==> config.mk <==
export PLATFORM = sky130hd
export DESIGN_NAME = if_stage
export DESIGN_NICKNAME = d
export VERILOG_FILES = /design/src/rtl/types_pkg.sv /design/src/rtl/fetch_fifo.sv /design/src/rtl/if_stage.sv
export SDC_FILE = /design/constraint.sdc
export NUM_CORES = 1
export LEC_CHECK = 0
export BUFFER_PORTS_ARGS = -buffer_cell sky130_fd_sc_hd__buf_2
export CAP_MARGIN = 30
export CORE_ASPECT_RATIO = 1.1
export CORE_MARGIN = 2
export CORE_UTILIZATION = 55
export DETAILED_ROUTE_END_ITERATION = 7
export PLACE_DENSITY = 0.8
export SLEW_MARGIN = 10
export SYNTH_ARGS = -nofsm -noshare
export SYNTH_HDL_FRONTEND = slang
export SYNTH_HIERARCHICAL = 1
export SYNTH_SLANG_ARGS = --single-unit
==> constraint.sdc <==
create_clock -name clk -period 5.4 [get_ports clk]
set_clock_uncertainty 0.05 [all_clocks]
set_input_delay 0 -clock clk [delete_from_list [all_inputs] [get_ports clk]]
set_output_delay 0 -clock clk [all_outputs]
set_load 0.02 [all_outputs]
==> src/rtl/types_pkg.sv <==
// Shared types for the instruction-fetch stage: word type, decode-stage
// payload and the fetch FSM state encoding.
package types;

  typedef logic [31:0] u32_t;

  // Payload handed to the decode stage: instruction word and its
  // fall-through address (fetch address + 4).
  typedef struct packed {
    u32_t ir;
    u32_t ia_plus_4;
  } id_params_t;

  // FETCH : free to issue a request
  // WAIT  : one request outstanding, its response is wanted
  // DROP  : one request outstanding, its response is stale and discarded
  typedef enum logic [1:0] {
    FETCH = 2'd0,
    WAIT  = 2'd1,
    DROP  = 2'd2
  } fetch_state_e;

  localparam u32_t INSN_BYTES = 32'd4;

endpackage

==> src/rtl/fetch_fifo.sv <==
// Instruction buffer between fetch and decode. Power-of-two depth,
// simultaneous push/pop, and a flush that empties it in one cycle.
module fetch_fifo import types::*; #(
  parameter  int DEPTH = 2,
  localparam int AW    = $clog2(DEPTH),
  localparam int CW    = AW + 1
) (
  input  logic       clk,
  input  logic       rst,
  input  logic       flush,
  input  logic       push,
  input  id_params_t push_data,
  input  logic       pop,
  output id_params_t head,
  output logic [CW-1:0] count
);

  id_params_t    mem [DEPTH];
  logic [AW-1:0] rd_ptr;
  logic [AW-1:0] wr_ptr;
  logic          do_push;
  logic          do_pop;

  // Flush wins over both ends; a push into a full buffer is only legal
  // when the head leaves in the same cycle.
  always_comb begin
    do_pop  = pop && (count != '0) && !flush;
    do_push = push && !flush && ((count != CW'(DEPTH)) || do_pop);
  end

  // Pointer and occupancy bookkeeping.
  // NOTE: sequential state uses non-blocking assignments so every register
  // samples pre-edge values regardless of block ordering.
  always_ff @(posedge clk or posedge rst) begin
    if (rst) begin
      rd_ptr <= '0;
      wr_ptr <= '0;
      count  <= '0;
    end else if (flush) begin
      rd_ptr <= '0;
      wr_ptr <= '0;
      count  <= '0;
    end else begin
      if (do_push) wr_ptr <= wr_ptr + 1'b1;
      if (do_pop)  rd_ptr <= rd_ptr + 1'b1;
      count <= count + CW'(do_push) - CW'(do_pop);
    end
  end

  // Entry storage.
  // NOTE: the data array has no reset; validity is tracked by count alone,
  // so resetting it would only cost flops and reset routing.
  always_ff @(posedge clk) begin
    if (do_push) mem[wr_ptr] <= push_data;
  end

  assign head = mem[rd_ptr];

endmodule

==> src/rtl/if_stage.sv <==
// Instruction fetch stage: single-outstanding memory request FSM, program
// counter with redirect, and an instruction buffer towards decode.
module if_stage import types::*; #(
  parameter u32_t RESET_VECTOR = 32'h0000_0000,
  parameter int   FIFO_DEPTH   = 2
) (
  input  logic        clk,
  input  logic        rst,
  output logic        imem_req_valid,
  input  logic        imem_req_ready,
  output logic [31:0] imem_addr,
  input  logic        imem_rsp_valid,
  input  logic [31:0] imem_rsp_data,
  input  logic        redirect_valid,
  input  logic [31:0] redirect_addr,
  output logic        id_valid,
  input  logic        id_ready,
  output id_params_t  id_params
);

  localparam int CW = $clog2(FIFO_DEPTH) + 1;

  fetch_state_e  state;
  fetch_state_e  state_next;
  u32_t          pc;
  u32_t          pc_next;
  u32_t          req_addr;
  u32_t          req_addr_next;
  logic [CW-1:0] fifo_count;
  logic          accept;
  logic          push;
  logic          flush;
  logic          pop;
  id_params_t    push_data;

  // Next-state, request and buffer-control logic.
  // NOTE: every output of this block gets a default first so no path can
  // leave a value unassigned and infer a latch.
  always_comb begin
    state_next    = state;
    pc_next       = pc;
    req_addr_next = req_addr;
    push          = 1'b0;
    flush         = redirect_valid;
    push_data     = '{ir: imem_rsp_data, ia_plus_4: req_addr + INSN_BYTES};

    // Issue only with a free buffer slot; in FETCH nothing is outstanding,
    // so count + outstanding can never exceed the depth.
    imem_req_valid = !rst && (state == FETCH) && (fifo_count < CW'(FIFO_DEPTH));
    imem_addr      = pc;
    accept         = imem_req_valid && imem_req_ready;

    case (state)
      FETCH: begin
        if (accept) begin
          req_addr_next = pc;
          pc_next       = pc + INSN_BYTES;
          // A request accepted together with a redirect is already stale.
          state_next    = redirect_valid ? DROP : WAIT;
        end
      end
      WAIT: begin
        if (imem_rsp_valid) begin
          push       = !redirect_valid;
          state_next = FETCH;
        end else if (redirect_valid) begin
          state_next = DROP;
        end
      end
      DROP: begin
        if (imem_rsp_valid) state_next = FETCH;
      end
      default: state_next = FETCH;
    endcase

    // Redirect overrides any sequential pc update.
    if (redirect_valid) pc_next = {redirect_addr[31:2], 2'b00};
  end

  // Fetch FSM, program counter and in-flight request address.
  always_ff @(posedge clk or posedge rst) begin
    if (rst) begin
      state    <= FETCH;
      pc       <= {RESET_VECTOR[31:2], 2'b00};
      req_addr <= '0;
    end else begin
      state    <= state_next;
      pc       <= pc_next;
      req_addr <= req_addr_next;
    end
  end

  assign id_valid = (fifo_count != '0);
  assign pop      = id_valid && id_ready;

  fetch_fifo #(
    .DEPTH (FIFO_DEPTH)
  ) u_fetch_fifo (
    .clk       (clk),
    .rst       (rst),
    .flush     (flush),
    .push      (push),
    .push_data (push_data),
    .pop       (pop),
    .head      (id_params),
    .count     (fifo_count)
  );

endmodule
; ---- After elaboration in Yosys (flattened, before gate mapping)
; Memories as Yosys holds them, arrays and structs flattened.
; Cells that the tools add are included.
[classes]
n_addsub = 6
n_lt_le_gt_ge = 1
n_eq_ne = 6
n_mux = 18
reduce_logical = 20
[op_table]
columns = cell, n
row1 = 32-bit 2-to-1 mux, 3
row2 = 32-bit by 3-bit adder with 32-bit output (second input constant), 2
row3 = 2-bit 2-to-1 mux, 6
row4 = 2-bit nonzero test, 5
row5 = 1-bit logical AND, 8
row6 = 1-bit 2-to-1 mux, 8
row7 = 2-bit inequality test (second input constant), 3
row8 = 2-bit one-hot mux with 3 select lines, 1
row9 = 2-bit AND reduction, 2
row10 = 3-bit inequality test (second input constant), 1
row11 = 3-bit AND reduction, 1
row12 = 1-bit adder (second input constant), 2
row13 = 2-bit by 1-bit adder with 2-bit output, 1
row14 = 2-bit by 1-bit == test with 1-bit output (second input constant), 1
row15 = 2-bit == test (second input constant), 1
row16 = 1-bit logical NOT, 2
row17 = 2-bit logical NOT, 1
row18 = 2-bit less-than comparator (second input constant), 1
row19 = 2-bit by 1-bit subtractor with 2-bit output, 1
row20 = 1-bit logical OR, 1
[word_totals]
reg_bits = 70
mem_bits_rw = 128
inputBits = 70
out_inout_bits = 98
word_cells = 58
memories = 1
[memory_table]
columns = memory, words, width, read_ports, rd_clocked_by_memory_dff, write_ports, line_no
row1 = u_fetch_fifo.mem, 2, 64, 1, 0, 1, fetch_fifo.sv:18  ; id_params_t mem [DEPTH];

; ---- Longest topological paths before layout
[depth]
depth_word = 9
ltp_mapped = 9
depth_no_buf = 9

; ---- By module
; The synthesis kept the hierarchy.
[by_module_without_submodules]
columns = mod, n_inst, cells_each, area_per_inst_um2, seq_area_each_um2
row1 = fetch_fifo, 1, 222, 4844.6, 3943.8
row2 = if_stage, 1, 378, 3621.0, 1551.5

; ---- Least setup slack after synthesis
; No wires, ideal clock.
[synth_timing]
kind = register to register
startpoint = register u_fetch_fifo.count[1]
endpoint = memory u_fetch_fifo/mem[0][0] (netlist name), enable pin
setup_ns = 0.487
arrival_ns = 3.689
t_required_ns = 4.863
slack_ns = 1.174
stages_incl_launch_ff = 6
n_path_buf = 0
period_less_slack_ns = 4.226
cell_sequence = dfrtp_1 -> or2_2 -> and2_1 -> or3b_1 -> nand3b_1 -> nor2_1
[synth_between]
elab_chain_len = 8
word_cells_on_any_way = 9
classes_between = eq/ne (1) / mux (2) / reduce/logical (6)
[synth_rtl]
columns = element, line_no
row1 = start: declaration, fetch_fifo.sv:15  ; output logic [CW-1:0] count
row2 = start signal: assignment, fetch_fifo.sv:46  ; count <= count + CW'(do_push) - CW'(do_pop);
row3 = 2-bit nonzero test, if_stage.sv:93  ; assign id_valid = (fifo_count != '0);
row4 = via id_valid, if_stage.sv:16  ; output logic id_valid,
row5 = 1-bit logical AND, if_stage.sv:94  ; assign pop = id_valid && id_ready;
row6 = via pop, if_stage.sv:33  ; logic pop;
row7 = 1-bit logical AND (2 in series), fetch_fifo.sv:27  ; do_pop = pop && (count != '0) && !flush;
row8 = 1-bit logical OR, fetch_fifo.sv:28  ; do_push = push && !flush && ((count != CW'(DEPTH)) || do_pop);
row9 = 1-bit logical AND, fetch_fifo.sv:28
row10 = 1-bit 2-to-1 mux, fetch_fifo.sv:54  ; if (do_push) mem[wr_ptr] <= push_data;
row11 = 1-bit 2-to-1 mux (not written as such), fetch_fifo.sv:54
row12 = end: declaration, fetch_fifo.sv:18
; The timed path passes the listed nets, and every way through them passes these cells.

; ---- Worst setup path after layout
[layout_timing]
startpoint = register state[1]
endpoint = memory u_fetch_fifo/mem[0][0] (netlist name), enable pin
[layout_between]
elab_chain_len = 6
[layout_rtl]
columns = element, line_no
row1 = start: declaration, if_stage.sv:23  ; fetch_state_e state;
row2 = start signal: assignment, if_stage.sv:87  ; state <= state_next;
row3 = 2-bit by 1-bit == test with 1-bit output, if_stage.sv:53  ; case (state)
row4 = 1-bit 2-to-1 mux, if_stage.sv:53
row5 = via push, if_stage.sv:31  ; logic push;
row6 = 1-bit logical AND (2 in series), fetch_fifo.sv:28
row7 = 1-bit 2-to-1 mux, fetch_fifo.sv:54
row8 = 1-bit 2-to-1 mux (not written as such), fetch_fifo.sv:54
; The timed path passes the listed nets, and every way through them passes these cells.

==> impl_metrics.json <==
{
  "drt-pass1-iter-count": 4,
  "place_congestion": 0.854,
  "clock_path_buffers": 2,
  "syn_area_per_cell_sq_um": 14.1,
  "cp_data_required_time_ns": 5.41,
  "pwr_density_cell_nw_per_um2": 333,
  "postCtsHoldBufs": 64,
  "slew_headroom_pct": 42.8,
  "cts_tree": "built",
  "postCtsSetupRepairBufs": 0,
  "post-dp-hpwl_mm": 11.6,
  "cp_slowest_stage_delay_ns": 0.74,
  "cts_inserted_buffers": 17,
  "arrival_ns": 2.98,
  "ys_ff_latch": 194,
  "chipWidth_um": 122,
  "yosys.cell_types.count": 46,
  "synthArstFlopShare_pct": 34.0,
  "synthTopCellsByArea": "edfxtp_1 (45%), dfrtp_1 (20%), mux2_2 (12%)",
  "wl_per_cell_um": 17.2,
  "grt.total_usage_pct": 22.4,
  "grt_pass1_vias": 5858,
  "crit_type": "reg -> reg",
  "rsz0062_at_grt": "no",
  "fin_crit_sh_pct": 55.0,
  "holdWs_ns": 0.0171,
  "cp-start-kind": "register",
  "crit_slowest_cell": "nor2_4",
  "ir_worst_vdd_mv": 0.224,
  "final_nets": 907,
  "die-height_um": 134,
  "area_delta_synth_final_pct": 27.7,
  "vias": 5848,
  "wirelength_mm": 18.0,
  "gr-total-overflow": 0,
  "fin_setup_tns_ns": 0,
  "clock-sinks": 194,
  "h-tree-depth": 4,
  "core_area_sq_um": 15100,
  "grt_pass1_wl_mm": 28.5,
  "ant_nets": 0,
  "drcViolationCount": 0,
  "antenna_found_initial": 0,
  "end_kind": "register",
  "cts_root_buffer": "clkbuf_16",
  "start_util_pct": 56.2,
  "io_buffers": 163,
  "syn-cell-area_sq_um": 8470,
  "status": "complete, no violations",
  "yosysWarnings": 6,
  "fin_util_pct": 71.8,
  "leakagePower_nw": 4.16,
  "dp_worst_setup_slack_ns": 2.51,
  "nFillCells": 991,
  "ys.flop_type": "edfxtp_1",
  "finalHoldViolCount": 0,
  "n_antenna_cell": 0,
  "drv_cap": 0,
  "path_cells": "nor3_1 -> nand3b_1 -> nor2_4 -> buf_4",
  "grt_max_degree": 63,
  "layout-drive-gt1-share_pct": 36.6,
  "cts_resized": 0,
  "clock_latency_ns": 0.42,
  "fmax_mhz": 337,
  "synth-edff-count": 128,
  "synth_top_area_share_pct": 45.4,
  "seq_area_frac_synth_pct": 64.9,
  "viasPerCell": 5.61,
  "first_iter_violations": 360,
  "ioPinCount": 168,
  "row_count": 47,
  "synthCells": 600,
  "hold_path.class": "in -> async",
  "die_area_sq_um": 16400,
  "worstMarginPinSlew_ns": 0.856,
  "setup_slack_ns": 2.43,
  "worst-path-buf-inv": 1,
  "post-synth-top-area-cell": "edfxtp_1",
  "path_clk_slew_ns": 0.07,
  "worstPathMaxFanout": 38,
  "timing.final.crit_period_ns": 2.97,
  "slew_viol_final": 0,
  "setup_viol": 0,
  "cpLargestDelayFamily": "simple AND/OR/NAND/NOR gates"
}
[state kept, by name, indices dropped and copies added (netlist names)]
name and count:
req_addr 30, state 2, u_fetch_fifo/mem 128, u_fetch_fifo/count 2, imem_addr 30, u_fetch_fifo/rd_ptr 1
u_fetch_fifo/wr_ptr 1
[path summary, 6_finish.rpt]
kind / start / end / slack (ns) / depth (start not counted)
max reg2reg: state[1] / u_fetch_fifo/mem[0][0] / 2.43 / 4
max in group asynchronous: rst / req_addr[13] / 4.45 / 4
min: rst / u_fetch_fifo/wr_ptr / 0.02 / 3
max: state[1] / u_fetch_fifo/mem[0][0] / 2.43 / 4
min in group clk: imem_req_ready / state[0] / 0.02 / 3
min reg2reg: req_addr[9] / req_addr[9] / 0.51 / 2
[worst register-to-register path: cells and delay by family, from the launching register on]
family	cells	cell delay (ns)
simple gates	3	1.50
flops	1	0.45
buf+inv	1	0.58
[placed cells by master, fill, tap and decap left out, drive strengths merged, types with 11 or more instances in the layout]
| master | instances |
|---|---|
| o21ai | 15 |
| edfxtp | 128 |
| buf | 172 |
| inv | 11 |
| or4 | 19 |
| mux2 | 92 |
| xor2 | 15 |
| nand4 | 27 |
| clkbuf | 21 |
| nand3 | 29 |
| a31oi | 11 |
| nand2 | 38 |
| nor2 | 25 |
| xnor2 | 24 |
| dlygate4sd3 | 64 |
| dfrtp | 66 |
[logic make-up after synthesis]
kind of cell | count (synthesis) | synth area share, %
flops | 194 | 64.9
simple gates | 178 | 11.7
mux | 93 | 12.4
compound gates | 53 | 4.30
xor+xnor | 39 | 4.03
buf+inv | 38 | 2.05
fa+ha+maj | 4 | 0.591
other cells | 1 | 0.0443
[stage by stage]
step | area [sq um] | instances | power (W)
6_report | 10800 | 1042 | 0.00360
5_1_grt | 10800 | 1042 | 0.00375
4_1_cts | 10800 | 1039 | 0.00362
3_5_place_dp | 9480 | 943 | 0.00223
3_3_place_gp | 9480 | 942 | 0.00220
2_1_floorplan | 8480 | 605 | 0.00209
[cell type report]
type                    instances  area, sq um  share of cell area, %
inverters                      10         37.5                  0.347
multi-input cells             373         2840                   26.2
clock buffers                  20          447                   4.13
repair buffers                237         1540                   14.3
flip-flops and latches        194         5500                   50.8
clock inverters                12          206                   1.91
well taps                     196          245                   2.27
[metal layers]
metal	vias up	global-route usage, %	wire length (um)
met2	194	37.7	9180
met3	31	4.68	799
li1	2751	-	-
met4	0	9.51	409
met5	-	0	0
met1	2872	28.1	7570
[synth_stat cells, drive strengths merged, types with 2 or more instances]
library cell and number:
ha 4, nor4 5, mux2 92, edfxtp 128, nor2b 4, a221oi 2, xor2 15, o21a 2
and2 5, nand4 27, nor3 5, nand3 29, and4 8, o211ai 5, nand2 38, or4 19
and3 8, inv 10, buf 12, dfrtp 66, nor2 25, xnor2 24, clkbuf 16, o21ai 15
o31ai 10, a31oi 11, o311ai 2
[where the power goes]
| group | leakage, nW | internal [W] | switching, W |
|---|---|---|---|
| logic | 1.91 | 0.000195 | 0.000201 |
| clock network | 0.311 | 0.000838 | 0.000516 |
| registers | 1.93 | 0.00172 | 0.000131 |
| total | 4.16 | 0.00275 | 0.000848 |
Power figures use the tool's default switching activity.
